$ cat src/rtl/pe_ctrl_pkg.sv
// Shared types and defaults for the PE loop-nest controller.
package pe_ctrl_pkg;

    localparam int unsigned IDX_WIDTH_DEF  = 8;
    localparam int unsigned ADDR_WIDTH_DEF = 16;

    typedef enum logic [1:0] {
        ST_IDLE = 2'd0,
        ST_RUN  = 2'd1,
        ST_DONE = 2'd2
    } loop_state_e;

    typedef struct packed {
        logic [ADDR_WIDTH_DEF-1:0] base;
        logic [IDX_WIDTH_DEF-1:0]  inner_cnt;
        logic [IDX_WIDTH_DEF-1:0]  outer_cnt;
        logic [ADDR_WIDTH_DEF-1:0] inner_stride;
        logic [ADDR_WIDTH_DEF-1:0] outer_stride;
    } loop_cfg_t;

endpackage

$ cat src/rtl/loop_nest_ctrl_level_cnt.sv
// One loop level: index counter with clear, enable and terminal-count flag.
module loop_level_cnt #(
    parameter int unsigned W = 8
) (
    input  logic         clk,
    input  logic         rst,
    input  logic         clr_i,
    input  logic         en_i,
    input  logic [W-1:0] cnt_i,
    output logic [W-1:0] idx_o,
    output logic         tc_o
);

    logic [W-1:0] idx_q, idx_d;

    // cnt_i is never 0 while enabled, so cnt_i-1 cannot underflow here
    assign tc_o = (idx_q == (cnt_i - W'(1)));

    always_comb begin
        idx_d = idx_q;
        if (clr_i) begin
            idx_d = '0;
        end else if (en_i) begin
            idx_d = tc_o ? '0 : idx_q + W'(1);
        end
    end

    always_ff @(posedge clk) begin
        if (rst) begin
            idx_q <= '0;
        end else begin
            idx_q <= idx_d;
        end
    end

    assign idx_o = idx_q;

endmodule

$ cat src/rtl/loop_nest_ctrl.sv
// Two-level loop sequencer streaming address/index beats to the operand buffer.
// Optional abort input and sticky aborted flag under LOOP_NEST_CTRL_ABORT_EN.
//
// state | meaning
// IDLE  | accepting config, waiting for start
// RUN   | presenting beats, advancing on each accept
// DONE  | one-cycle completion pulse
module loop_nest_ctrl
    import pe_ctrl_pkg::*;
#(
    parameter int unsigned IDX_WIDTH  = IDX_WIDTH_DEF,
    parameter int unsigned ADDR_WIDTH = ADDR_WIDTH_DEF
) (
    input  logic                  clk,
    input  logic                  rst,
    input  logic                  cfg_valid,
    output logic                  cfg_ready,
    input  logic [ADDR_WIDTH-1:0] cfg_base,
    input  logic [IDX_WIDTH-1:0]  cfg_inner_cnt,
    input  logic [IDX_WIDTH-1:0]  cfg_outer_cnt,
    input  logic [ADDR_WIDTH-1:0] cfg_inner_stride,
    input  logic [ADDR_WIDTH-1:0] cfg_outer_stride,
    input  logic                  start,
`ifdef LOOP_NEST_CTRL_ABORT_EN
    input  logic                  abort,
    output logic                  aborted,
`endif
    output logic                  busy,
    output logic                  done,
    output logic                  out_valid,
    input  logic                  out_ready,
    output logic [ADDR_WIDTH-1:0] out_addr,
    output logic [IDX_WIDTH-1:0]  out_inner_idx,
    output logic [IDX_WIDTH-1:0]  out_outer_idx,
    output logic                  out_last_inner,
    output logic                  out_last
);

    loop_state_e state_q, state_d;

    logic [ADDR_WIDTH-1:0] base_q, istr_q, ostr_q;
    logic [IDX_WIDTH-1:0]  icnt_q, ocnt_q;
    logic [ADDR_WIDTH-1:0] row_q, row_d, addr_q, addr_d;

    logic                  in_idle, in_run;
    logic                  cfg_hs, start_go, empty, accept, abort_hit;
    logic                  inner_tc, outer_tc;
    logic [IDX_WIDTH-1:0]  inner_idx, outer_idx;
    logic [ADDR_WIDTH-1:0] eff_base;
    logic [IDX_WIDTH-1:0]  eff_icnt, eff_ocnt;

    assign in_idle  = (state_q == ST_IDLE);
    assign in_run   = (state_q == ST_RUN);
    assign cfg_hs   = cfg_valid && in_idle;
    assign start_go = start && in_idle;
    assign accept   = in_run && out_ready;

    // a config handshake in the start cycle takes effect immediately
    assign eff_base = cfg_hs ? cfg_base      : base_q;
    assign eff_icnt = cfg_hs ? cfg_inner_cnt : icnt_q;
    assign eff_ocnt = cfg_hs ? cfg_outer_cnt : ocnt_q;
    assign empty    = (eff_icnt == '0) || (eff_ocnt == '0);

`ifdef LOOP_NEST_CTRL_ABORT_EN
    logic aborted_q;
    assign abort_hit = in_run && abort;
    always_ff @(posedge clk) begin
        if (rst) begin
            aborted_q <= 1'b0;
        end else if (start_go) begin
            aborted_q <= 1'b0;
        end else if (abort_hit) begin
            aborted_q <= 1'b1;
        end
    end
    assign aborted = aborted_q;
`else
    assign abort_hit = 1'b0;
`endif

    always_comb begin
        state_d = state_q;
        case (state_q)
            ST_IDLE: if (start_go) state_d = empty ? ST_DONE : ST_RUN;
            ST_RUN:  if ((accept && inner_tc && outer_tc) || abort_hit) state_d = ST_DONE;
            ST_DONE: state_d = ST_IDLE;
            default: state_d = ST_IDLE;
        endcase
    end

    always_ff @(posedge clk) begin
        if (rst) begin
            state_q <= ST_IDLE;
            base_q  <= '0;
            icnt_q  <= '0;
            ocnt_q  <= '0;
            istr_q  <= '0;
            ostr_q  <= '0;
        end else begin
            state_q <= state_d;
            if (cfg_hs) begin
                base_q <= cfg_base;
                icnt_q <= cfg_inner_cnt;
                ocnt_q <= cfg_outer_cnt;
                istr_q <= cfg_inner_stride;
                ostr_q <= cfg_outer_stride;
            end
        end
    end

    loop_level_cnt #(.W(IDX_WIDTH)) u_inner (
        .clk   (clk),
        .rst   (rst),
        .clr_i (!in_run),
        .en_i  (accept),
        .cnt_i (icnt_q),
        .idx_o (inner_idx),
        .tc_o  (inner_tc)
    );

    loop_level_cnt #(.W(IDX_WIDTH)) u_outer (
        .clk   (clk),
        .rst   (rst),
        .clr_i (!in_run),
        .en_i  (accept && inner_tc),
        .cnt_i (ocnt_q),
        .idx_o (outer_idx),
        .tc_o  (outer_tc)
    );

    always_comb begin
        row_d  = row_q;
        addr_d = addr_q;
        if (start_go) begin
            row_d  = eff_base;
            addr_d = eff_base;
        end else if (state_q == ST_DONE) begin
            row_d  = '0;
            addr_d = '0;
        end else if (accept) begin
            if (inner_tc) begin
                row_d  = row_q + ostr_q;
                addr_d = row_d;
            end else begin
                addr_d = addr_q + istr_q;
            end
        end
    end

    always_ff @(posedge clk) begin
        if (rst) begin
            row_q  <= '0;
            addr_q <= '0;
        end else begin
            row_q  <= row_d;
            addr_q <= addr_d;
        end
    end

    assign cfg_ready      = in_idle;
    assign busy           = !in_idle;
    assign done           = (state_q == ST_DONE);
    assign out_valid      = in_run;
    assign out_addr       = in_run ? addr_q : '0;
    assign out_inner_idx  = in_run ? inner_idx : '0;
    assign out_outer_idx  = in_run ? outer_idx : '0;
    assign out_last_inner = in_run && inner_tc;
    assign out_last       = in_run && inner_tc && outer_tc;

endmodule

$ cat config.mk
export PLATFORM = sky130hd
export DESIGN_NAME = loop_nest_ctrl
export DESIGN_NICKNAME = d
export VERILOG_FILES = /design/src/rtl/pe_ctrl_pkg.sv /design/src/rtl/loop_nest_ctrl_level_cnt.sv /design/src/rtl/loop_nest_ctrl.sv
export SDC_FILE = /design/constraint.sdc
export NUM_CORES = 1
export LEC_CHECK = 0
export BUFFER_PORTS_ARGS = -buffer_cell sky130_fd_sc_hd__buf_2
export CAP_MARGIN = 20
export CORE_UTILIZATION = 62
export DETAILED_ROUTE_END_ITERATION = 6
export PLACE_DENSITY = 0.86
export SETUP_SLACK_MARGIN = 0.2
export SLEW_MARGIN = 40
export SYNTH_ARGS = -nofsm -noshare
export SYNTH_HDL_FRONTEND = slang
export SYNTH_SLANG_ARGS = --single-unit
export TNS_END_PERCENT = 5
$ cat constraint.sdc
create_clock -name clk -period 4.26 [get_ports clk]
set_clock_uncertainty 0.2 [all_clocks]
set_input_delay 0.426 -clock clk [delete_from_list [all_inputs] [get_ports clk]]
set_output_delay 0.426 -clock clk [all_outputs]
set_load 0.01 [all_outputs]
== Yosys cells after proc, flatten, opt, wreduce, memory -nomap -nowiden ==
Cells that the tools add are included.
Operators by class
  add/sub/neg operators: 6
  muxes and demuxes: 20
  reductions and logical operators: 17
  eq/ne operators: 6
  bitwise operators: 1
Operators by type and width (count)
  2-to-1 mux 16 bit: 10
  2-to-1 mux 8 bit: 6
  adder 16 bit: 2
  adder 8 x 1 -> 8 bit, second input constant: 2
  == test 8 bit: 2
  zero test 8 bit: 2
  subtractor 8 x 1 -> 8 bit, second input constant: 2
  logical AND 1 bit: 7
  2-to-1 mux 2 bit: 3
  nonzero test 3 bit: 2
  != test 2 x 1 -> 1 bit, second input constant: 2
  one-hot mux 2 bit (2 select lines): 1
  AND reduction 2 bit: 2
  == test 2 x 1 -> 1 bit, second input constant: 1
  == test 2 bit, second input constant: 1
  zero test 2 bit: 1
  OR reduction 2 bit: 1
  zero test 1 bit: 1
  logical OR 1 bit: 1
  NOT 1 bit: 1
Word-level totals
  output and inout port bits: 38
  register bits: 114

== Depth between registers and ports, before layout ==
Gate-level depths: netlist (run 1).
  word-level depth: 8
  depth in mapped cells: 12

== By module ==
From an unflattened synthesis (run 1), not the netlist that was laid out.
Unflattened totals
  cells, all modules: 864
  area, all modules: 6795.3 µm²
Modules (own cells, without submodules)
  loop_nest_ctrl: times used 1, area each 5546.6 µm², cells each 720
  loop_level_cnt: times used 2, area each 624.3 µm², cells each 72

== Worst setup path after synthesis (run 1) ==
Ideal clock, no wire load.
  path kind: reg-to-output
  from: register icnt_q[0]
  to: output port out_last_inner
  required time: 3.634 ns
  buffers on the path: 2
  arrival: 1.836 ns
  setup slack: 1.798 ns
  cell stages (with the launch flop): 9
  cells stage by stage: dfxtp_1 -> inv_1 -> ha_1 -> nand2b_1 -> a31oi_1 -> o2111a_1 -> buf_6 -> clkbuf_1 -> and3_1
Between the ends
  longest elaborated chain between the ends: 3
RTL lines
  start, declared: line loop_nest_ctrl.sv:42  | logic [IDX_WIDTH-1:0] icnt_q, ocnt_q;
  start signal, assigned: line loop_nest_ctrl.sv:103  | icnt_q <= cfg_inner_cnt;
  subtractor 8 x 1 -> 8 bit: line loop_nest_ctrl_level_cnt.sv:17  | assign tc_o = (idx_q == (cnt_i - W'(1)));
  == test 8 bit: line loop_nest_ctrl_level_cnt.sv:17
  logical AND 1 bit: line loop_nest_ctrl.sv:167  | assign out_last_inner = in_run && inner_tc;
  end, declared: line loop_nest_ctrl.sv:35  | output logic out_last_inner,
Every way passes these cells.

== Worst setup path after layout (run 1) ==
  from: register icnt_q[1]
  to: output port out_last_inner
The elaborated chain is that of the path after synthesis.

==> reports/qor.yml, run 1 <==
rsz0062_at_grt: "false"
r2r_cells: 8
synthesis.area_mm2: 0.006865
min_period_ps: 3398
clkSlewWorstSetupHoldPaths_ps: 50
synth_area_leaders: "dfxtp_1, nand2_1, a21oi_1"
synthArstFlopShare_pct: 0
cp_num_buf_inv: 2
yosys_warnings: 0
hold_buffers: 63
switching_share_pct: 33.44
synth_cell_types: 64
dp_hpwl_um: 13280
ys_ff_latch: 114
powerDensity_mw_per_mm2: 453.9
slew_viol_final: 0
worstPathMaxFanout: 17
r2r_end: "u_outer.idx_o[5]$_SDFFE_PP0P_"
floorplan.initialDensity_pct: 63.61
hold_violations: 0
grt_pass1_wl_um: 33870
vdd_drop_max_mv: 0.2801
fillCellCount: 703
finalCritPeriodShare_pct: 79.77
antenna_left: 0
cts.sinks: 114
vias: 7268
worst_setup_path_end_kind: "output pin"
cts-buffers-inserted: 17
synth_edf_count: 0
worst-endpoint-required_ps: 3630
gr-total-overflow: 0
fin_setup_tns_ps: 0
combPwrFrac_pct: 29.0
min_path_type: "input pin to register"
remaining_drc_errors: 0
synth_top_area_cell: "dfxtp_1"
die_h_um: 107.2
p_clk_share_pct: 38.1
layout_commonest_cell: "nand2_1"
worst-path-stages: 7
gp_congestion: 0.9293
syn_area_per_cell_um2: 7.810
regToRegSetupSlack_ps: 880
drt_wl_total_um: 21090
cts_setup_buffers: 0
root_buffer: "clkbuf_8"
wire_per_inst_um: 17.90
grt_max_degree: 57
outcome: "finished clean"
antennaDiodeCount: 0
setup-violations-final: 0
core-area_mm2: 0.01079
rows: 38
seqPwrFrac_pct: 32.9
crit_slowest_cell: "o2111a_1"
htree_num_levels: 4
p_switching_mw: 1.319
vias_per_cell: 6.170
nNetsFinal: 1130
grt_pass1_vias: 6822
path_delay_family: "compound AO/OA/AOI/OAI gates"
cp.arrival_ps: 2770
pin_count: 107
layout_common_cells: "nand2_1, dfxtp_1, buf_2"
relSlewSlack_pct: 46.59
portBuffers: 106
p_leak_nw: 3.826
crit_end: "out_last_inner"
firstDrtPassIters: 6
p_int_mw: 2.624
syn_nets: 984
clk_latency_ps: 540
startpoint: "icnt_q[1]$_SDFF_PP0_"
cp-start-kind: "register"
p_total_mw: 3.943
cts-resized-gates: 0
syn_to_final_growth_pct: 26.52
critical_path_class: "register to output pin"
cts_tree: "yes"
worst_slew_pin_slew_ps: 797.6
fmax_ghz: 0.2943
drive_gt1_share_pct: 15.99
cap_violations: 0
cts_buffer_depth: 2
reg2reg_from: "icnt_q[1]$_SDFF_PP0_"
antenna_found_initial: 0
initialDrtViolationCount: 742
dieArea_mm2: 0.01150
synth_flop_cell: "dfxtp_1"
die_w_um: 107.2
cp_slowest_stage_delay_ps: 680
crit_chain: "inv_1, ha_1, nand2b_1, a31oi_1, o2111a_1, and3_1, buf_2"
netlist.area_leader.share_pct: 33.24
track_usage_pct: 37.98
ys_seq_area_share_pct: 33.24
synthCells: 879
-- metrics by stage --
step | utilization [%] | area [um^2] | std cells | setup WS, ps | hold WS (ps)
after floorplan | - | 6865 | 879 | 1798 | 240.6
after global placement | 68.88 | 7435 | 1083 | 1140 | 249.2
after detailed placement | 68.88 | 7435 | 1083 | 1011 | 252.3
after CTS | 80.45 | 8683 | 1178 | 907.5 | 2.298
after global routing | 80.48 | 8686 | 1178 | 713.8 | 16.16
final | 80.48 | 8686 | 1178 | 862.0 | 19.63
-- flip-flops by register name, indices dropped and copies added (netlist names) --
| signal | cells |
|---|---|
| istr_q | 16 |
| ocnt_q | 8 |
| icnt_q | 8 |
| ostr_q | 16 |
| base_q | 16 |
| row_q | 16 |
| u_inner.idx_o | 8 |
| state_q | 2 |
| u_outer.idx_o | 8 |
| addr_q | 16 |
-- Yosys cell counts, types with 4 or more instances --
library cell / count
nand2_1: 131
o21ai_0: 36
and3_1: 7
o22ai_1: 4
buf_2: 7
dfxtp_1: 114
nand4_1: 9
or2_2: 9
nand2b_1: 5
a21oi_1: 93
a211o_1: 6
a31oi_1: 8
inv_1: 10
nor2b_1: 8
nor4_1: 10
ha_1: 34
nand3_1: 14
a21o_1: 6
a211oi_1: 19
mux2i_1: 26
xnor2_1: 26
or3_1: 5
a2111oi_0: 4
clkbuf_1: 37
nor3b_1: 4
xor2_1: 23
nor3_1: 10
a221oi_1: 14
nor2_1: 98
o21bai_1: 6
o31ai_1: 4
o211ai_1: 5
and2_1: 37
-- how the worst min path moves through the flow --
stage          depth (start not counted)  slack, ps                      to                    from
6_report                               3         20    icnt_q[4]$_SDFF_PP0_        cfg_inner_cnt[4]
5_1_grt                                3         20    icnt_q[4]$_SDFF_PP0_        cfg_inner_cnt[4]
4_1_cts                                3          2    icnt_q[4]$_SDFF_PP0_        cfg_inner_cnt[4]
3_5_place_dp                           2        250  ostr_q[7]$_SDFFE_PP0N_  ostr_q[7]$_SDFFE_PP0N_
3_3_place_gp                           2        250  istr_q[4]$_SDFFE_PP0N_  istr_q[4]$_SDFFE_PP0N_
2_1_floorplan                          2        240  istr_q[0]$_SDFFE_PP0N_  istr_q[0]$_SDFFE_PP0N_
-- power by group through the flow --
stage | clock network (mW) | logic [mW] | registers (mW)
global placement | 0 | 1.01 | 1.31
global route | 1.56 | 1.24 | 1.31
CTS | 1.49 | 1.10 | 1.29
floorplan | 0 | 0.782 | 1.27
finish | 1.50 | 1.14 | 1.30
detailed placement | 0 | 1.03 | 1.31
-- metal layers --
metal	global-route usage, %	share of wire (%)	wire length, um	vias to the layer above
met1	44.74	38	8053	3338
met5	0	0	0	-
met3	8.997	8.8	1852	119
li1	-	-	-	3415
met4	22.02	5.9	1240	0
met2	62.95	47	9939	396
-- worst register-to-register path, stage by stage (launching register included) --
cell and delay [ps]:
dfxtp_1 410, inv_1 70, ha_1 250, nand2b_1 190, a31oi_1 220, o2111a_1 680
nand3_4 500, or4_1 630, a21oi_1 160
-- area by class of cell --
cell class / count / area (um^2) / share of cell area (%)
well taps: 140 / 175.2 / 2.017
flip-flops and latches: 114 / 2282 / 26.27
inverters: 10 / 37.54 / 0.4322
multi-input cells: 705 / 4337 / 49.93
clock inverters: 10 / 155.1 / 1.786
clock buffers: 22 / 462.9 / 5.330
repair buffers: 177 / 1236 / 14.23
-- kinds of logic (layout without fill, tap and decap cells) --
family	Yosys count	in the layout	share of synthesized area [%]
flip-flops	114	114	33.24
AO/OA/AOI/OAI	227	227	20.78
adder cells (fa/ha/maj)	36	36	6.780
multiplexers	28	28	4.119
XOR/XNOR	49	49	6.251
buffers and inverters	60	219	3.681
AND/OR/NAND/NOR	365	365	25.15
(Power assumes the default switching activity.)
==> run 2: changes to the inputs <==
--- a/config.mk
+++ b/config.mk
@@ -7,9 +7,9 @@
 export LEC_CHECK = 0
 export BUFFER_PORTS_ARGS = -buffer_cell sky130_fd_sc_hd__buf_2
 export CAP_MARGIN = 20
-export CORE_UTILIZATION = 62
+export CORE_UTILIZATION = 52
 export DETAILED_ROUTE_END_ITERATION = 6
-export PLACE_DENSITY = 0.86
+export PLACE_DENSITY = 0.77
 export SETUP_SLACK_MARGIN = 0.2
 export SLEW_MARGIN = 40
 export SYNTH_ARGS = -nofsm -noshare
==> constraint.sdc (replaced) <==
create_clock -name clk -period 2.8 [get_ports clk]
set_clock_uncertainty 0.2 [all_clocks]
set_input_delay 0.28 -clock clk [delete_from_list [all_inputs] [get_ports clk]]
set_output_delay 0.28 -clock clk [all_outputs]
set_load 0.01 [all_outputs]
==> run 2 against run 1 <==
  * The run now ends with negative setup slack left
  * Cell count increased by 4.5%
  * Critical path type unchanged
  * Register-to-register slack got worse by 690 ps
  * Sequential cell count unchanged
  * Largest power group unchanged
  * Sequential share of layout area decreased by 1.2 points
  * Wire length increased by 0.56%
  * Highest routed layer unchanged
==> reports/qor.yml, run 2 (synthesis results as in run 1) <==
fin_ws_ps: -5.415
regToRegSetupSlack_ps: 190
core-area_mm2: 0.01272
layout_commonest_cell: "nand2_1"
clkSlewWorstSetupHoldPaths_ps: 50
cap_violations: 0
r2r_cells: 8
critical_path_class: "register to output pin"
grt_pass1_vias: 6687
vdd_drop_max_mv: 0.5452
die_w_um: 116.9
reg2reg_from: "row_q[6]$_SDFFE_PP0P_"
antenna_left: 0
min_path_type: "input pin to register"
cts.sinks: 114
cp.arrival_ps: 2330
dpl.cell_count: 1129
worstPathMaxFanout: 4
outcome: "finished with violations"
pin_count: 107
crit_end: "out_last"
powerDensity_mw_per_mm2: 665.9
slew_viol_final: 0
stdcell_area_mm2: 0.009146
nNetsFinal: 1151
vias: 7138
cts_tree: "yes"
grt_max_degree: 100
dieArea_mm2: 0.01367
cts-buffers-inserted: 17
syn_to_final_growth_pct: 33.22
setup-violations-final: 1
firstDrtPassIters: 5
clk_latency_ps: 420
portBuffers: 106
fin_setup_tns_ps: -5.415
worst-endpoint-required_ps: 2320
grt_pass1_wl_um: 33090
cts_buffer_depth: 2
violations: "negative setup slack"
rsz0062_at_grt: "true"
rows: 41
htree_num_levels: 4
wire_per_inst_um: 17.23
gr-total-overflow: 0
drt_wl_total_um: 21200
p_total_mw: 6.090
min_period_ps: 2805
die_h_um: 116.9
worst_slew_pin_slew_ps: 597.6
drive_gt1_share_pct: 21.81
cp-start-kind: "register"
p_leak_nw: 3.954
antenna_found_initial: 0
worst_setup_path_end_kind: "output pin"
dpl_cell_area_mm2: 0.007605
startpoint: "ocnt_q[0]$_SDFF_PP0_"
remaining_drc_errors: 0
relSlewSlack_pct: 60.07
layout_common_cells: "nand2_1, dfxtp_1, buf_2"
antennaDiodeCount: 0
gp_congestion: 0.8861
pre_cts_slack_ps: 116.5
instances_no_fill: 1231
floorplan.initialDensity_pct: 53.96
finalCritPeriodShare_pct: 100.2
dp_hpwl_um: 13880
vias_per_cell: 5.799
track_usage_pct: 31.67
hold_violations: 0
root_buffer: "clkbuf_16"
r2r_end: "row_q[12]$_SDFFE_PP0P_"
initialDrtViolationCount: 694
fmax_ghz: 0.3565
-- run 2: layout make-up --
cell class	instances	area [um^2]
Multi-Input combinational cell	705	4561
Clock buffer	22	474.2
Clock inverter	10	131.4
Timing Repair Buffer	198	1436
Inverter	10	37.54
Tap cell	172	215.2
Sequential cell	114	2291
Fill cell	988	3576
-- run 2: power breakdown --
part	total [mW]	switching, mW	internal [mW]	leakage [nW]
Combinational	1.88	1.11	0.772	2.72
Sequential	1.98	0.166	1.81	0.938
Clock	2.23	0.768	1.46	0.300
-- run 2: worst min path at each step --
stage	depth (start not counted)	slack, ps	from	to
after floorplan	2	220	cfg_inner_stride[0]	istr_q[0]$_SDFFE_PP0N_
after global placement	2	250	ostr_q[5]$_SDFFE_PP0N_	ostr_q[5]$_SDFFE_PP0N_
after detailed placement	2	250	ostr_q[5]$_SDFFE_PP0N_	ostr_q[5]$_SDFFE_PP0N_
after CTS	3	140	out_ready	u_outer.idx_o[4]$_SDFFE_PP0P_
after global routing	3	170	out_ready	u_outer.idx_o[5]$_SDFFE_PP0P_
final	3	160	out_ready	u_outer.idx_o[3]$_SDFFE_PP0P_
-- run 2: repair_timing --
| action | 4_1_cts | 5_1_grt |
|---|---|---|
| setup endpoints to repair | 9 | 22 |
| gates resized for setup | 32 | 32 |
| endpoints found under the hold margin | 64 | 0 |
| pin swaps | 13 | 19 |
| hold buffers | 64 | 0 |
| buffers inserted | 6 | 0 |
-- run 2: metrics by stage --
step                      hold slack (ps)  util, %
after global placement              250.8    59.78
after global routing                167.2    71.89
final                               162.6    71.89
after CTS                           144.0    71.04
after detailed placement            253.8    59.78
after floorplan                     216.0        -
-- run 2: critical path, stage by stage (launching register included) --
cell,delay (ps)
dfxtp_2,330
or3_4,410
nor3_4,190
buf_6,140
xnor2_2,100
mux2i_2,110
a211oi_4,290
and3_4,250
buf_6,100
-- run 2: layer usage --
layer / share of wire [%] / routed length, um / up-vias / global-route usage [%]
met5: 0 / 0 / - / 0
met4: 4.3 / 904 / 0 / 15.70
met3: 6.0 / 1280 / 71 / 6.488
met2: 48 / 10080 / 283 / 52.39
met1: 42 / 8944 / 3342 / 39.30
li1: - / - / 3442 / -
